File: src/rtl/ci_fft_feeder.sv
// FFT input feeder: buffers raw ADC samples in a small FIFO and emits them as
// real-only signed complex words, rate-limited and grouped into tagged frames.
module ci_fft_feeder #(
   parameter int DATLEN          = 12,
   parameter int FFT_LEN         = 16,
   parameter int FFT_LEN_LOG2    = 4,
   parameter int FIFO_DEPTH      = 8,
   parameter int FIFO_DEPTH_LOG2 = 3,
   parameter int MIN_GAP         = 2,
   parameter int OFFSET_BIN      = 1
) (
   input  logic                       clk,
   input  logic                       reset,
   input  logic                       enable,
   input  logic                       adc_nd,
   input  logic [DATLEN-1:0]          adc_x,
   output logic                       fft_nd,
   output logic [0:2*DATLEN-1]        fft_x,
   output logic                       frame_start,
   output logic [FFT_LEN_LOG2-1:0]    sample_idx,
   output logic [FIFO_DEPTH_LOG2:0]   fifo_level,
   output logic                       drop,
   output logic [7:0]                 drop_count
);

   localparam int GAP_W = $clog2(MIN_GAP) + 1;
   localparam logic [GAP_W-1:0]          GAP_RELOAD = GAP_W'(MIN_GAP - 1);
   localparam logic [FIFO_DEPTH_LOG2:0]  FULL_LEVEL = (FIFO_DEPTH_LOG2 + 1)'(FIFO_DEPTH);
   localparam logic [FFT_LEN_LOG2-1:0]   LAST_IDX   = FFT_LEN_LOG2'(FFT_LEN - 1);

   typedef enum logic {IDLE, RUN} state_t;

   // Offset-binary ADC codes become two's complement by flipping the MSB.
   function automatic logic signed [DATLEN-1:0] to_real(input logic [DATLEN-1:0] x);
      if (OFFSET_BIN != 0)
         return $signed({~x[DATLEN-1], x[DATLEN-2:0]});
      else
         return $signed(x);
   endfunction

   function automatic logic [7:0] sat_inc8(input logic [7:0] c);
      return (c == 8'hFF) ? c : c + 8'd1;
   endfunction

   logic                        adc_nd_p0;
   logic [DATLEN-1:0]           adc_x_p0;
   logic [DATLEN-1:0]           mem [FIFO_DEPTH];
   logic [FIFO_DEPTH_LOG2-1:0]  wr_ptr;
   logic [FIFO_DEPTH_LOG2-1:0]  rd_ptr;
   logic [GAP_W-1:0]            gap_cnt;
   state_t                      state;
   logic [FFT_LEN_LOG2-1:0]     next_idx;
   logic                        fifo_empty;
   logic                        fifo_full;
   logic                        gap_ok;
   logic                        wr_en;
   logic                        drop_en;
   logic                        emit;

   assign fifo_empty = (fifo_level == '0);
   assign fifo_full  = (fifo_level == FULL_LEVEL);
   assign gap_ok     = (gap_cnt == '0);
   assign wr_en      = adc_nd_p0 && !fifo_full;
   assign drop_en    = adc_nd_p0 && fifo_full;
   assign emit       = !fifo_empty && gap_ok && ((state == RUN) || enable);
   assign next_idx   = sample_idx + 1'b1;

   // Stage p0: register the ADC strobe/sample before the FIFO write port
   always_ff @(posedge clk) begin
      adc_x_p0 <= adc_x;
      if (wr_en)
         mem[wr_ptr] <= adc_x_p0;
   end

   // Stage p1: FIFO bookkeeping, rate limiting, framing FSM and output registers
   always_ff @(posedge clk) begin
      if (reset) begin
         adc_nd_p0   <= 1'b0;
         wr_ptr      <= '0;
         rd_ptr      <= '0;
         fifo_level  <= '0;
         drop        <= 1'b0;
         drop_count  <= '0;
         gap_cnt     <= '0;
         state       <= IDLE;
         fft_nd      <= 1'b0;
         fft_x       <= '0;
         frame_start <= 1'b0;
         sample_idx  <= '0;
      end else begin
         adc_nd_p0 <= adc_nd;
         drop      <= drop_en;
         if (drop_en)
            drop_count <= sat_inc8(drop_count);

         if (wr_en)
            wr_ptr <= wr_ptr + 1'b1;
         if (emit)
            rd_ptr <= rd_ptr + 1'b1;
         case ({wr_en, emit})
            2'b10:   fifo_level <= fifo_level + 1'b1;
            2'b01:   fifo_level <= fifo_level - 1'b1;
            default: fifo_level <= fifo_level;
         endcase

         if (emit)
            gap_cnt <= GAP_RELOAD;
         else if (!gap_ok)
            gap_cnt <= gap_cnt - 1'b1;

         fft_nd      <= emit;
         frame_start <= 1'b0;
         if (emit)
            fft_x <= {to_real(mem[rd_ptr]), {DATLEN{1'b0}}};

         case (state)
            IDLE: begin
               sample_idx <= '0;
               if (emit) begin
                  frame_start <= 1'b1;
                  state       <= RUN;
               end
            end
            RUN: begin
               // enable is deliberately ignored here so a started frame always completes
               if (emit) begin
                  sample_idx <= next_idx;
                  if (next_idx == LAST_IDX)
                     state <= IDLE;
               end
            end
            default: state <= IDLE;
         endcase
      end
   end

endmodule

File: config.mk
export PLATFORM = sky130hd
export DESIGN_NAME = ci_fft_feeder
export DESIGN_NICKNAME = d
export VERILOG_FILES = /design/src/rtl/ci_fft_feeder.sv
export SDC_FILE = /design/constraint.sdc
export NUM_CORES = 1
export LEC_CHECK = 0
export BUFFER_PORTS_ARGS = -buffer_cell sky130_fd_sc_hd__clkbuf_2
export CORE_MARGIN = 2
export CORE_UTILIZATION = 63
export CTS_CLUSTER_SIZE = 10
export DETAILED_ROUTE_END_ITERATION = 8
export GPL_TIMING_DRIVEN = 0
export PLACE_DENSITY_LB_ADDON = 0.15
export SYNTH_ARGS = -nofsm -noshare
export SYNTH_HDL_FRONTEND = slang
export SYNTH_SLANG_ARGS = --single-unit
File: constraint.sdc
create_clock -name clk -period 5.23 [get_ports clk]
set_clock_uncertainty 0.2 [all_clocks]
set_input_delay 0.523 -clock clk [delete_from_list [all_inputs] [get_ports clk]]
set_output_delay 0.523 -clock clk [all_outputs]
set_load 0.02 [all_outputs]
; ---- Yosys cells after proc, flatten, opt, wreduce, memory -nomap -nowiden
; Memory sizes are Yosys's and may differ from the RTL's. A register that Yosys moved wholly into a read port is not among the register bits.
; Cells that the tools add are included.
[totals]
wordCells = 58
memories = 1
out_inout_bits = 43
inputBits = 16
reg_bits = 53
ramBits = 96
[classes]
mux = 13
n_bitwise = 3
add_sub_neg = 7
n_eq_ne = 7
n_reduce_logical = 13
[memory_table]
columns = name, words, word_bits, rd, rd_ports_with_merged_regs, wr, line_no
row1 = mem, 8, 12, 1, 1, 1, 47  ; logic [DATLEN-1:0] mem [FIFO_DEPTH];
[op_table]
columns = cell, n
row1 = case mux 4 bit (2 select lines), 2
row2 = "adder 4 x 1 -> 4 bit, second input constant", 2
row3 = "adder 8 x 1 -> 8 bit, second input constant", 1
row4 = "== test 4 bit, second input constant", 2
row5 = "== test 8 bit, second input constant", 1
row6 = two-way mux 1 bit, 7
row7 = "adder 3 x 1 -> 3 bit, second input constant", 2
row8 = two-way mux 3 bit, 2
row9 = logical AND 1 bit, 4
row10 = logical NOT 4 bit, 1
row11 = two-way mux 4 bit, 1
row12 = "inequality test 2 x 1 -> 1 bit, second input constant", 2
row13 = OR reduction 2 bit, 2
row14 = "subtractor 4 x 1 -> 4 bit, second input constant", 1
row15 = inverter 1 bit, 3
row16 = "== test 2 x 1 -> 1 bit, second input constant", 1
row17 = "== test 2 bit, second input constant", 1
row18 = logical NOT 1 bit, 2
row19 = logical NOT 2 bit, 1
row20 = case mux 1 bit (2 select lines), 1
row21 = AND reduction 2 bit, 1
row22 = nonzero test 2 bit, 1
row23 = "subtractor 2 x 1 -> 2 bit, second input constant", 1
row24 = logical OR 1 bit, 1

; ---- Depth between registers and ports, before layout
[depth]
depth_word = 6
mapped_depth = 13
depth_no_buf = 12

; ---- Least setup slack after synthesis
; OpenSTA, ideal clock, no wires.
[synth_path]
path_kind = reg2reg
from = register fifo_level[1]
to = register fifo_level[2]
t_required_ns = 4.959
arrival_time_ns = 2.943
setup_slack_ns = 2.016
stages_incl_launch_ff = 12
n_path_buf = 2
synth_period_minus_slack_ns = 3.214
setup_ns = 0.071
path_cell_list = dfxtp_1 > buf_6 > or4_1 > nand2_1 > inv_2 > clkbuf_1 > ha_1 > xor2_1 > ha_1 > or4b_1 > a31o_2 > a21oi_1
[synth_via]
elab_chain_len = 6
word_cells_on_any_way = 13
cone_classes = add/sub: 2 / eq/ne: 3 / mux: 1 / reduce/logical: 7
[synth_rtl]
columns = element, line_no
row1 = from (decl), 21  ; output logic [FIFO_DEPTH_LOG2:0] fifo_level,
row2 = from (signal assigned), 101  ; 2'b10: fifo_level <= fifo_level + 1'b1;
row3 = from (signal assigned), 102  ; 2'b01: fifo_level <= fifo_level - 1'b1;
row4 = from (signal assigned), 103  ; default: fifo_level <= fifo_level;
row5 = logical NOT 4 bit (*), 60  ; assign fifo_empty = (fifo_level == '0);
row6 = logical NOT 1 bit (*), 65  ; assign emit = !fifo_empty && gap_ok && ((state == RUN) || enable);
row7 = logical AND 1 bit (*) (2 in a row), 65
row8 = net emit, 58  ; logic emit;
row9 = == test 2 x 1 -> 1 bit / == test 2 bit (equally long branches), 100  ; case ({wr_en, emit})
row10 = case mux 4 bit (2 select lines) / nonzero test 2 bit (equally long branches), --
; The timed path passes the listed nets; every way through them passes the cells marked *.
; A chain may end at the register's enable or synchronous reset.

; ---- Worst setup path in the final report
[layout_path]
from = register fifo_level[0]
to = register fifo_level[2]
; The elaborated chain is that of the path after synthesis.

==> impl_metrics.json <==
{
  "cts_buffers": 17,
  "rsz0062_at_grt": "no",
  "grt_pass1_wl_mm": 17.8,
  "htree_num_levels": 4,
  "dpl_cell_area_mm2": 0.00639,
  "cts_max_path_buffers": 2,
  "cp-start-kind": "flip-flop",
  "clk_latency_ns": 0.53,
  "worst-path-buf-inv": 2,
  "max_cap_viol_count": 0,
  "wl_met1_mm": 4.67,
  "wl_per_cell_um": 19.1,
  "design.portCount": 59,
  "hold_ws_ns": 0.257,
  "cts_tree": "yes",
  "synthMuxAreaShare_pct": 12.7,
  "syn-cell-area_mm2": 0.00588,
  "rows": 35,
  "core_mm2": 0.00915,
  "synth_cell_types": 45,
  "synth_top_family_by_area": "multiplexers",
  "nFillCells": 557,
  "status": "finished, final reports clean",
  "ir_drop_mv": 0.280,
  "fmax_mhz": 271,
  "hpwl_mm": 7.47,
  "synthCells": 387,
  "synthAdderAreaFrac_pct": 1.70,
  "antenna_found_initial": 0,
  "synthArstFlopShare_pct": 0,
  "dieArea_mm2": 0.0101,
  "hold_viol": 0,
  "post-route-min-period_ns": 3.69,
  "drtIter0Drc": 217,
  "io_buffers": 45,
  "clkTransAtPathRegs_ns": 0.07,
  "setup_viol_count_final": 0,
  "synthXorXnorAreaFrac_pct": 1.34,
  "yosys.area_share.simple_pct": 8.26,
  "place_ws_ns": 1.63,
  "cp_slowest_cell": "or4_1",
  "drc_errors": 0,
  "worstPathArrival_ns": 3.95,
  "path_max_fanout": 10,
  "relSlewSlack_pct": 32.2,
  "dp_cells": 561,
  "multi_input_area_mm2": 0.00174,
  "critPathCaptureType": "flip-flop",
  "synth-seq-area-share_pct": 68.1,
  "grt_max_degree": 17,
  "antenna_left": 0,
  "yosys_warnings": 0,
  "stdcell_count": 606,
  "grt_use_total_pct": 24.6,
  "synthFlopType": "edfxtp_1",
  "cts_root_buf": "clkbuf_8",
  "dieHeight_um": 101,
  "fin_setup_tns_ns": 0,
  "synth-compound-area-share_pct": 4.34,
  "cts.sinks": 152,
  "seqCellArea_mm2": 0.00400,
  "worstHoldPathType": "in2reg",
  "fin_crit_sh_pct": 70.6,
  "start_util_pct": 64.3,
  "design_area_mm2": 0.00708,
  "met3_length_um": 765,
  "vias": 3512,
  "drt-total-wl_mm": 11.6,
  "max_stage_delay_ns": 0.65,
  "cellLeakagePower_nw": 2.55,
  "nets": 506,
  "crit_type": "reg2reg",
  "tightest_slew_ns": 1.01,
  "setup_slack_ns": 1.54,
  "synth-edff-count": 96,
  "wl_met2_mm": 5.93,
  "cp.required_ns": 5.49,
  "cp_cell_sequence": "or4_1 > nand2_1 > inv_2 > clkbuf_1 > ha_1 > xor2_1 > ha_1 > or4b_1 > a31o_2 > a21oi_1",
  "routabilityCongestion": 0.854,
  "avgSynthCellArea_um2": 15.2,
  "overflow": 0,
  "synth_seq_cells": 152,
  "drv_slew": 0,
  "crit_family": "simple AND/OR/NAND/NOR gates",
  "top_layer": "met4",
  "viasPerCell": 5.80,
  "p_per_area_mw_per_mm2": 465,
  "grt_pass1_vias": 3390,
  "cp_common_cell": "ha_1",
  "area_delta_synth_final_pct": 20.4,
  "drive_above_1_share_pct": 27.5,
  "firstDrtPassIters": 5,
  "insertedDiodeCount": 0,
  "dieWidth_um": 101
}
worst paths after layout:
path | start | endpoint | slack (ns) | depth (start not counted)
worst max-delay path | fifo_level[0]$_SDFFE_PP0P_ | fifo_level[2]$_SDFFE_PP0P_ | 1.54 | 10
worst min-delay path | reset | fifo_level[3]$_SDFFE_PP0P_ | 0.26 | 3
worst max register to register | fifo_level[0]$_SDFFE_PP0P_ | fifo_level[2]$_SDFFE_PP0P_ | 1.54 | 10
worst min register to register | fft_x[6]$_SDFFE_PP0P_ | fft_x[6]$_SDFFE_PP0P_ | 0.30 | 2
layer usage:
metal,vias up,global-route usage [%]
li1,1634,-
met5,-,0
met3,24,5.89
met1,1720,30.5
met4,0,13.7
met2,134,39.9
repair_timing:
item	CTS	global route
resized for setup	0	0
hold buffers	13	0
hold endpoints to repair	13	0
setup buffers	0	0
layout by cell type (no fill, tap or decap), types with 3 or more instances in the layout:
cell and instances:
mux2i_1 16, conb_1 12, clkbuf_16 16, buf_6 7
mux4_2 24, dlygate4sd3_1 13, nor2b_1 7, nor2_1 36
nand2_1 10, inv_1 6, buf_4 13, or4_1 3
nand3_1 9, nor3_2 4, ha_1 8, xor2_1 7
nor3_1 6, nand2b_1 7, inv_8 3, dfxtp_1 56
inv_6 3, nand4_1 3, edfxtp_1 96, o31ai_1 3
clkbuf_1 13, buf_2 4, clkinv_4 4, o21ai_0 6
clkbuf_2 45, a211oi_1 12, a21oi_1 9
power breakdown:
part	switching (W)	internal (W)
registers	0.0000690	0.00137
logic	0.000424	0.000305
clock network	0.000524	0.000606
state kept, by name, summed over array words and instances (netlist names), 2 cells and up, named ones only:
signal,cells
fft_x,12
adc_x_p0,12
rd_ptr,3
fifo_level,4
sample_idx,4
gap_cnt,2
mem,96
wr_ptr,3
drop_count,8
worst register-to-register path: cells and delay by family, from the launching register on:
kind,cells,cell delay (ns)
simple gates,3,1.47
fa+ha+maj,2,0.60
buf+inv,2,0.43
flops,1,0.40
compound gates,2,0.35
xor+xnor,1,0.17
logic make-up (layout without fill, tap and decap cells):
kind of cell	count (synthesis)	count (layout)
simple gates	97	97
fa+ha+maj	8	8
compound gates	38	38
other cells	1	12
xor+xnor	9	9
mux	44	44
buf+inv	38	135
flops	152	152
Yosys cell counts (3+ instances only):
cell      count  area (um2)
or4_1         3        22.5
a21oi_1       9        45.0
nand2b_1      7        43.8
mux4_2       24         541
xor2_1        7        61.3
nor2_1       37         139
o31ai_1       3        22.5
dfxtp_1      56        1120
nand2_1      10        37.5
clkbuf_1     12        45.0
o21ai_0       6        30.0
edfxtp_1     96        2880
a211oi_1     12        90.1
nand4_1       3        18.8
nor3_1       10        50.1
buf_2         4        20.0
nand3_1       9        45.0
ha_1          8         100
mux2i_1      16         160
inv_1         6        22.5
buf_4        12        90.1
nor2b_1       7        43.8
cell type report:
type	count	share of cell area, %
repair buffers	65	6.13
inverters	7	0.371
clock inverters	14	1.96
multi-input cells	208	24.6
clock buffers	18	5.90
flip-flops and latches	152	56.5
well taps	111	1.96
plain buffers	31	2.56
metrics by stage:
step	total power, W	util, %
2_1_floorplan	0.00197	-
3_3_place_gp	0.00214	68.7
3_5_place_dp	0.00217	69.8
4_1_cts	0.00331	77.3
5_1_grt	0.00343	77.4
6_report	0.00329	77.4
Note: power is estimated with default switching activity, not from simulation.
